[src/rtl/uart_arb_pkg.sv]
// Shared definitions for the round-robin UART transmit arbiter.
package uart_arb_pkg;

  typedef enum logic [1:0] {
    IDLE      = 2'd0,
    ISSUE     = 2'd1,
    WAIT_BUSY = 2'd2,
    WAIT_DONE = 2'd3
  } arb_state_e;

  localparam int DEF_BUSY_TIMEOUT = 64;

endpackage

[src/rtl/uart_tx_arbiter_rr_pick.sv]
// Combinational round-robin picker: first valid index at or after rr_ptr, wrapping upward.
module rr_pick #(
  parameter int NUM_REQ = 4
) (
  input  logic [NUM_REQ-1:0]         req_valid,
  input  logic [$clog2(NUM_REQ)-1:0] rr_ptr,
  output logic                       any_valid,
  output logic [$clog2(NUM_REQ)-1:0] win
);

  localparam int IDW = $clog2(NUM_REQ);
  localparam int SW  = IDW + 1;

  always_comb begin
    logic [SW-1:0] idx;
    logic          found;
    any_valid = |req_valid;
    win       = '0;
    found     = 1'b0;
    idx       = '0;
    for (int i = 0; i < NUM_REQ; i++) begin
      idx = {1'b0, rr_ptr} + SW'(i);
      idx = (idx >= SW'(NUM_REQ)) ? (idx - SW'(NUM_REQ)) : idx;
      if (!found && req_valid[idx[IDW-1:0]]) begin
        win   = idx[IDW-1:0];
        found = 1'b1;
      end else begin
        found = found;
      end
    end
  end

endmodule

[src/rtl/uart_tx_arbiter.sv]
// Round-robin arbiter sharing one UART transmitter among NUM_REQ requesters,
// with single-cycle enable, held payload, completion pulses and a busy-rise watchdog.
module uart_tx_arbiter
  import uart_arb_pkg::*;
#(
  parameter int NUM_REQ      = 4,
  parameter int DATA_WIDTH   = 8,
  parameter int BUSY_TIMEOUT = DEF_BUSY_TIMEOUT
) (
  input  logic                          clk,
  input  logic                          reset,
  input  logic [NUM_REQ-1:0]            req_valid,
  input  logic [NUM_REQ*DATA_WIDTH-1:0] req_data,
  output logic [NUM_REQ-1:0]            req_ack,
  output logic [NUM_REQ-1:0]            req_done,
  output logic                          uart_enable,
  output logic [DATA_WIDTH-1:0]         uart_data,
  input  logic                          uart_busy,
  output logic [$clog2(NUM_REQ)-1:0]    active_id,
  output logic                          arb_busy,
  output logic                          timeout_err
);

  localparam int IDW = $clog2(NUM_REQ);
  localparam int WDW = $clog2(BUSY_TIMEOUT);
  localparam logic [WDW-1:0]     WD_LAST  = WDW'(BUSY_TIMEOUT - 1);
  localparam logic [IDW-1:0]     LAST_ID  = IDW'(NUM_REQ - 1);
  localparam logic [NUM_REQ-1:0] ONE_HOT0 = {{(NUM_REQ-1){1'b0}}, 1'b1};

  arb_state_e            state_q, state_d;
  logic [IDW-1:0]        rr_ptr_q, rr_ptr_d;
  logic [WDW-1:0]        wd_q, wd_d;
  logic [DATA_WIDTH-1:0] uart_data_q, uart_data_d;
  logic [IDW-1:0]        active_id_q, active_id_d;
  logic [NUM_REQ-1:0]    req_ack_q, req_ack_d;
  logic [NUM_REQ-1:0]    req_done_q, req_done_d;
  logic                  uart_enable_q, uart_enable_d;
  logic                  arb_busy_q, arb_busy_d;
  logic                  timeout_err_q, timeout_err_d;

  logic                  any_valid_s;
  logic [IDW-1:0]        win_s;

  rr_pick #(.NUM_REQ(NUM_REQ)) u_rr_pick (
    .req_valid (req_valid),
    .rr_ptr    (rr_ptr_q),
    .any_valid (any_valid_s),
    .win       (win_s)
  );

  // Next-state and registered-output logic; ack/enable/done/timeout are one-cycle pulses.
  always_comb begin
    state_d       = state_q;
    rr_ptr_d      = rr_ptr_q;
    wd_d          = wd_q;
    uart_data_d   = uart_data_q;
    active_id_d   = active_id_q;
    req_ack_d     = '0;
    req_done_d    = '0;
    uart_enable_d = 1'b0;
    timeout_err_d = 1'b0;
    case (state_q)
      IDLE: begin
        if (any_valid_s && !uart_busy) begin
          state_d       = ISSUE;
          uart_data_d   = req_data[int'(win_s)*DATA_WIDTH +: DATA_WIDTH];
          active_id_d   = win_s;
          rr_ptr_d      = (win_s == LAST_ID) ? '0 : (win_s + IDW'(1));
          req_ack_d     = ONE_HOT0 << win_s;
          uart_enable_d = 1'b1;
        end else begin
          state_d = IDLE;
        end
      end
      ISSUE: begin
        wd_d    = '0;
        state_d = WAIT_BUSY;
      end
      WAIT_BUSY: begin
        if (uart_busy) begin
          state_d = WAIT_DONE;
        end else if (wd_q == WD_LAST) begin
          state_d       = IDLE;
          timeout_err_d = 1'b1;
          active_id_d   = '0;
        end else begin
          wd_d = (wd_q == '1) ? wd_q : (wd_q + WDW'(1));
        end
      end
      WAIT_DONE: begin
        if (!uart_busy) begin
          req_done_d  = ONE_HOT0 << active_id_q;
          active_id_d = '0;
          state_d     = IDLE;
        end else begin
          state_d = WAIT_DONE;
        end
      end
      default: begin
        state_d = IDLE;
      end
    endcase
    arb_busy_d = (state_d != IDLE);
  end

  always_ff @(posedge clk) begin
    if (reset) begin
      state_q       <= IDLE;
      rr_ptr_q      <= '0;
      wd_q          <= '0;
      uart_data_q   <= '0;
      active_id_q   <= '0;
      req_ack_q     <= '0;
      req_done_q    <= '0;
      uart_enable_q <= 1'b0;
      arb_busy_q    <= 1'b0;
      timeout_err_q <= 1'b0;
    end else begin
      state_q       <= state_d;
      rr_ptr_q      <= rr_ptr_d;
      wd_q          <= wd_d;
      uart_data_q   <= uart_data_d;
      active_id_q   <= active_id_d;
      req_ack_q     <= req_ack_d;
      req_done_q    <= req_done_d;
      uart_enable_q <= uart_enable_d;
      arb_busy_q    <= arb_busy_d;
      timeout_err_q <= timeout_err_d;
    end
  end

  assign req_ack     = req_ack_q;
  assign req_done    = req_done_q;
  assign uart_enable = uart_enable_q;
  assign uart_data   = uart_data_q;
  assign active_id   = active_id_q;
  assign arb_busy    = arb_busy_q;
  assign timeout_err = timeout_err_q;

endmodule
[config.mk]
export PLATFORM = sky130hd
export DESIGN_NAME = uart_tx_arbiter
export DESIGN_NICKNAME = d
export VERILOG_FILES = /design/src/rtl/uart_arb_pkg.sv /design/src/rtl/uart_tx_arbiter_rr_pick.sv /design/src/rtl/uart_tx_arbiter.sv
export SDC_FILE = /design/constraint.sdc
export NUM_CORES = 1
export LEC_CHECK = 0
export ABC_AREA = 1
export ABC_CLOCK_PERIOD_IN_PS = 1650
export BUFFER_PORTS_ARGS = -buffer_cell sky130_fd_sc_hd__buf_4
export CORE_MARGIN = 3
export CORE_UTILIZATION = 37
export DETAILED_ROUTE_END_ITERATION = 8
export PLACE_DENSITY_LB_ADDON = 0.25
export SLEW_MARGIN = 20
export SYNTH_ARGS = -nofsm -noshare
export SYNTH_HDL_FRONTEND = slang
export SYNTH_SLANG_ARGS = --single-unit
[constraint.sdc]
create_clock -name clk -period 1.65 [get_ports clk]
set_clock_uncertainty 0.1 [all_clocks]
set_input_delay 0.33 -clock clk [delete_from_list [all_inputs] [get_ports clk]]
set_output_delay 0.33 -clock clk [all_outputs]
set_load 0.01 [all_outputs]
==> reports/metrics.csv, run 1 <==
metric,value,unit
outcome,"complete, but fails checks",
violations,negative setup slack,
p_leak,1.34,nW
synth_top_area_cell,dfxtp_1,
die-width,73.4,um
crit_chain,buf_12 -> inv_8 -> nand2_2 -> nand2_2 -> nand2_4 -> nand2_4 -> nor2_8 -> nand4_1 -> nand2_4 -> buf_6 -> nand3_1 -> nand3_1 -> nand2_1,
top_level_ports,60,
numCtsBuffers,5,
die_y,73.4,um
ant_nets,0,
grt_pass1_vias,1644,
async_flop_share,0,
grt_use_total,0.168,
ctsRootBufferMaster,clkbuf_8,
place_area,2400,um^2
seq_area_frac_synth,0.370,
worst_slew_pin_slew,281,ps
overflow,0,
p_per_area,1740,nW/um^2
drv_cap,0,
synth_cell_types,29,
initial_core_util,0.402,
core_area,4170,um^2
whs,195,ps
dpl.hpwl,3490,um
fillers,379,
synth.area.top_cells,"dfxtp_1, nand2_1, nand3_1",
num-nets-final,382,
worst_path_most_repeated_cell,nand2_4,
areaGrowthSynthToFinish,61.0,%
wirelength,4830,um
vias,1903,
cts_sinks,31,
post-route-period-util,1.10,
netlist.area_leader.share,0.370,
grt_max_degree,20,
drtIter0Drc,76,
final_hold_viol_count,0,
antennaDiodeCount,0,
die-area,5380,um^2
path_clk_slew,60,ps
fin_crit,1820,ps
hold_buffers,0,
postLayoutCellArea,2700,um^2
worstSetupPathType,register to register,
crit_path_end_kind,register,
start_kind,register,
critical_path_required,1720,ps
hold_class,input pin to register,
synth_edf_count,0,
cpPeakStageDelay,340,ps
irDropWorstVdd,1.50,mV
drc,0,
yosys_warnings,0,
via_per_inst,4.85,
firstDrtPassIters,4,
htree_levels,2,
power,4.69,mW
slew_headroom,0.811,
rows,23,
fin_util,0.648,
cts_tree,done,
avgSynthCellArea,6.66,um^2
wl_per_cell,12.3,um
fmax,550,MHz
io_buffers,59,
finalMaxSlewViolations,0,
grt_pass1_wl,7060,um
synth_commonest_cells,"nand2_1, nand3_1, dfxtp_1, inv_1, nor2_1",
syn-num-nets,292,
ys_ff_latch,31,
rsz0062_at_grt,true,
synth_area,1680,um^2
path_max_fanout,8,
antenna_found_initial,0,
gp_congestion,0.832,
setup_slack,-170,ps
slowest_stage,dfxtp_2,
critPathArrivalTime,1890,ps
synth_ff_type,dfxtp_1,
setup_tns,-1570,ps
setup_viol,14,
synth.most_common_cell,nand2_1,
clock_path_buffers,2,
clk_latency,280,ps
syn-instance-count,252,
drive_gt1_frac,0.444,
==> flip-flops by register name, indices dropped and copies added, names as in the netlist <==
register     cells
rr_ptr_q         2
timeout_err      1
wd_q             6
req_done         4
uart_enable      1
req_ack          4
uart_data        8
arb_busy         1
active_id        2
state_q          2
==> routing by layer <==
layer | wire length, um | global-route usage
met5 | 0 | 0
met1 | 1970 | 0.201
met2 | 2620 | 0.290
met3 | 201 | 0.0492
met4 | 45 | 0.0503
==> metrics by stage <==
stage                     setup slack (ps)  instances
final                                 -170        392
after detailed placement              -229        381
after global placement                -232        381
after global routing                  -276        392
after CTS                             -136        390
after floorplan                      -49.8        252
==> placed cells by master (no fill, tap or decap), types with 4 or more instances in the layout <==
cell type	n
buf_4	83
nand2_1	61
nand3_1	42
dfxtp_1	27
inv_1	21
nor2_1	18
nand2_2	16
nand2_4	10
a21oi_1	6
clkbuf_8	6
nand3_2	5
buf_6	5
dfxtp_2	4
==> critical path, delay by kind of cell (launching register included) <==
kind	cells	cell delay, ps
buf+inv	3	310
flops	1	340
simple gates	10	960
==> cells by family after synthesis <==
kind of cell	share of synthesized area
buf+inv	0.0969
fa+ha+maj	0.00745
compound gates	0.0499
flops	0.370
xor+xnor	0.00522
simple gates	0.471
==> final timing paths <==
kind | start | end | slack, ps | cells past startpoint
worst max-delay path | rr_ptr_q[0] | uart_data[0] | -170 | 13
worst min-delay path | reset | active_id[1] | 200 | 2
worst max register to register | rr_ptr_q[0] | uart_data[0] | -170 | 13
worst min register to register | uart_data[4] | uart_data[4] | 350 | 2
==> repair_timing <==
action	CTS	global route
resized for setup	14	38
setup buffers	2	1
pin swaps	3	10
cloned	0	1
endpoints found under the setup margin	18	23
==> layout make-up <==
class	instances	area, um^2	share of cell area
tap	50	62.6	0.0231
clock inverter	1	5.00	0.00185
inverter	28	118	0.0435
timing repair buffer	90	719	0.266
multi-input combinational	186	1090	0.403
sequential	31	626	0.231
clock buffer	6	82.6	0.0306
==> where the power goes <==
part | switching (mW) | internal [mW]
clock network | 0.268 | 0.327
logic | 1.77 | 1.31
registers | 0.0997 | 0.914
total | 2.14 | 2.55
(Power assumes the default switching activity.)
==> run 2: changes to the inputs <==
--- a/config.mk
+++ b/config.mk
@@ -6,7 +6,7 @@
 export NUM_CORES = 1
 export LEC_CHECK = 0
 export ABC_AREA = 1
-export ABC_CLOCK_PERIOD_IN_PS = 1650
+export ABC_CLOCK_PERIOD_IN_PS = 1600
 export BUFFER_PORTS_ARGS = -buffer_cell sky130_fd_sc_hd__buf_4
 export CORE_MARGIN = 3
 export CORE_UTILIZATION = 37
==> constraint.sdc (replaced) <==
create_clock -name clk -period 1.6 [get_ports clk]
set_clock_uncertainty 0.1 [all_clocks]
set_input_delay 0.32 -clock clk [delete_from_list [all_inputs] [get_ports clk]]
set_output_delay 0.32 -clock clk [all_outputs]
set_load 0.01 [all_outputs]
==> reports/metrics.csv, run 2 (same netlist as run 1, synthesis figures left out) <==
metric,value,unit,change
die-width,73.4,um,unchanged
via_per_inst,4.98,,+2.7%
drc,0,,unchanged
firstDrtPassIters,4,,unchanged
clock_path_buffers,2,,unchanged
path_clk_slew,60,ps,about the same
slew_headroom,0.811,,about the same
dpl.hpwl,3510,um,+0.58%
drv_cap,0,,unchanged
post-route-period-util,1.12,,+0.0195
postLayoutCellArea,2810,um^2,+3.8%
critical_path_required,1680,ps,-40 ps
antenna_found_initial,0,,unchanged
p_leak,1.39,nW,+3.1%
cts_sinks,31,,unchanged
wl_per_cell,12.1,um,-2.0%
p_per_area,1890,nW/um^2,+9.0%
top_level_ports,60,,unchanged
hold_class,input pin to register,,
largest_register_ffs,8,,unchanged
core_area,4170,um^2,unchanged
gp_congestion,0.873,,+4.9%
power_switching_share,0.431,,-0.0254
die_y,73.4,um,unchanged
numCtsBuffers,5,,unchanged
layout_common_cells,"buf_4, nand2_1, nand3_1",,
met3_usage,0.0479,,-0.00137
dp.cells,383,,+0.52%
setup_viol,16,,+2
worst_slew_pin_slew,282,ps,+0.535 ps
grt_pass1_vias,1747,,+6.3%
final-instance-count-excl-fill,396,,+1.0%
path_max_fanout,8,,unchanged
sequentialPowerShare,0.205,,-0.011
multiInputGateArea,1100,um^2,+0.92%
finalMaxSlewViolations,0,,unchanged
fillers,355,,-6.3%
num-nets-final,385,,+0.79%
drtIter0Drc,56,,-26%
crit_path_end_kind,register,,
reg2reg_slack,-200,ps,-30 ps
grt_use_total,0.171,,+0.00306
fmax,557,MHz,+1.3%
drive_gt1_frac,0.474,,+0.0295
fin_crit,1800,ps,-23.9 ps
htree_levels,2,,unchanged
ctsRootBufferMaster,clkbuf_8,,
antennaDiodeCount,0,,unchanged
final_hold_viol_count,0,,unchanged
hold_buffers,0,,unchanged
grt_pass1_wl,7220,um,+2.4%
cts_tree,done,,
gr-usage-met1,0.195,,-0.00682
p_int,3.02,mW,+18%
ant_nets,0,,unchanged
power,5.31,mW,+13%
grt_max_degree,17,,-15%
outcome,"complete, but fails checks",,
fin_util,0.673,,+0.0249
power_frac_comb,0.644,,-0.013
rows,23,,unchanged
initial_core_util,0.402,,unchanged
final_common_cell,buf_4,,
overflow,0,,unchanged
irDropWorstVdd,1.67,mV,+11%
start_kind,register,,
grtUsageMet2,0.308,,+0.0179
io_buffers,59,,unchanged
p_clk_frac,0.151,,+0.024
place_area,2440,um^2,+1.8%
vias,1974,,+3.7%
worstSetupPathType,register to register,,
critPathArrivalTime,1870,ps,-20 ps
grt-busiest-layer,met2,,
die-area,5380,um^2,unchanged
p_sw,2.29,mW,+6.9%
violations,negative setup slack,,
seqCellArea,632,um^2,+1.0%
setup_slack,-196,ps,-26.1 ps
rsz0062_at_grt,true,,
clk_latency,280,ps,about the same
areaGrowthSynthToFinish,67.1,%,
wirelength,4790,um,-0.99%
## run 2: cell types whose count changed in the layout (fill, tap and decap cells not counted), sizes merged
cell    previous run  this run
buf               90        93
bufinv             0         1
## run 2: per-layer routing
layer,part of all wire,up-vias
met5,0,-
met4,0.019,0
met3,0.067,9
met2,0.53,54
met1,0.39,911
li1,-,1000
## run 2: final cells by class
class                           count  area share
Clock buffer                        6      0.0294
Clock inverter                      2      0.0125
Inverter                           28      0.0446
Multi-Input combinational cell    186       0.392
Sequential cell                    31       0.225
Tap cell                           50      0.0223
Timing Repair Buffer               93       0.274
## run 2: timing repair
item	4_1_cts	5_1_grt
gates cloned	0	0
pin swaps	11	10
buffers inserted	3	3
setup endpoints to repair	18	23
gates resized for setup	27	39
## run 2: path summary, 6_finish.rpt
| kind | from | endpoint | depth (start not counted) |
|---|---|---|---|
| hold reg to reg | uart_data[5] | uart_data[5] | 2 |
| setup reg to reg | rr_ptr_q[0] | uart_data[2] | 12 |
| setup / recovery | rr_ptr_q[0] | uart_data[2] | 12 |
| hold / removal | reset | active_id[0] | 2 |
## run 2: critical path: stages (launching register included)
cell	delay (ps)
dfxtp_4	430
inv_8	70
nand2_2	60
nand2_2	70
nand2_4	80
nand2_4	80
nor2_8	120
nand4_1	150
nand2_4	160
buf_6	140
nand3_1	80
nand3_1	100
nand2_1	50
## run 2: power groups by stage
stage | combinational (mW) | clock [mW] | sequential, mW
2_1_floorplan | 1.74 | 0 | 1.11
3_3_place_gp | 2.71 | 0 | 1.05
3_5_place_dp | 2.74 | 0 | 1.06
4_1_cts | 3.05 | 0.811 | 1.07
5_1_grt | 3.75 | 0.854 | 1.12
6_report | 3.42 | 0.802 | 1.09
## run 2: per-stage QoR
step / TNS, ps / hold WS (ps) / setup slack [ps]
floorplan: -714 / 356 / -99.8
CTS: -1430 / 170 / -151
detailed placement: -3290 / 342 / -245
finish: -1890 / 171 / -196
global placement: -2980 / 339 / -231
global route: -4220 / 169 / -304
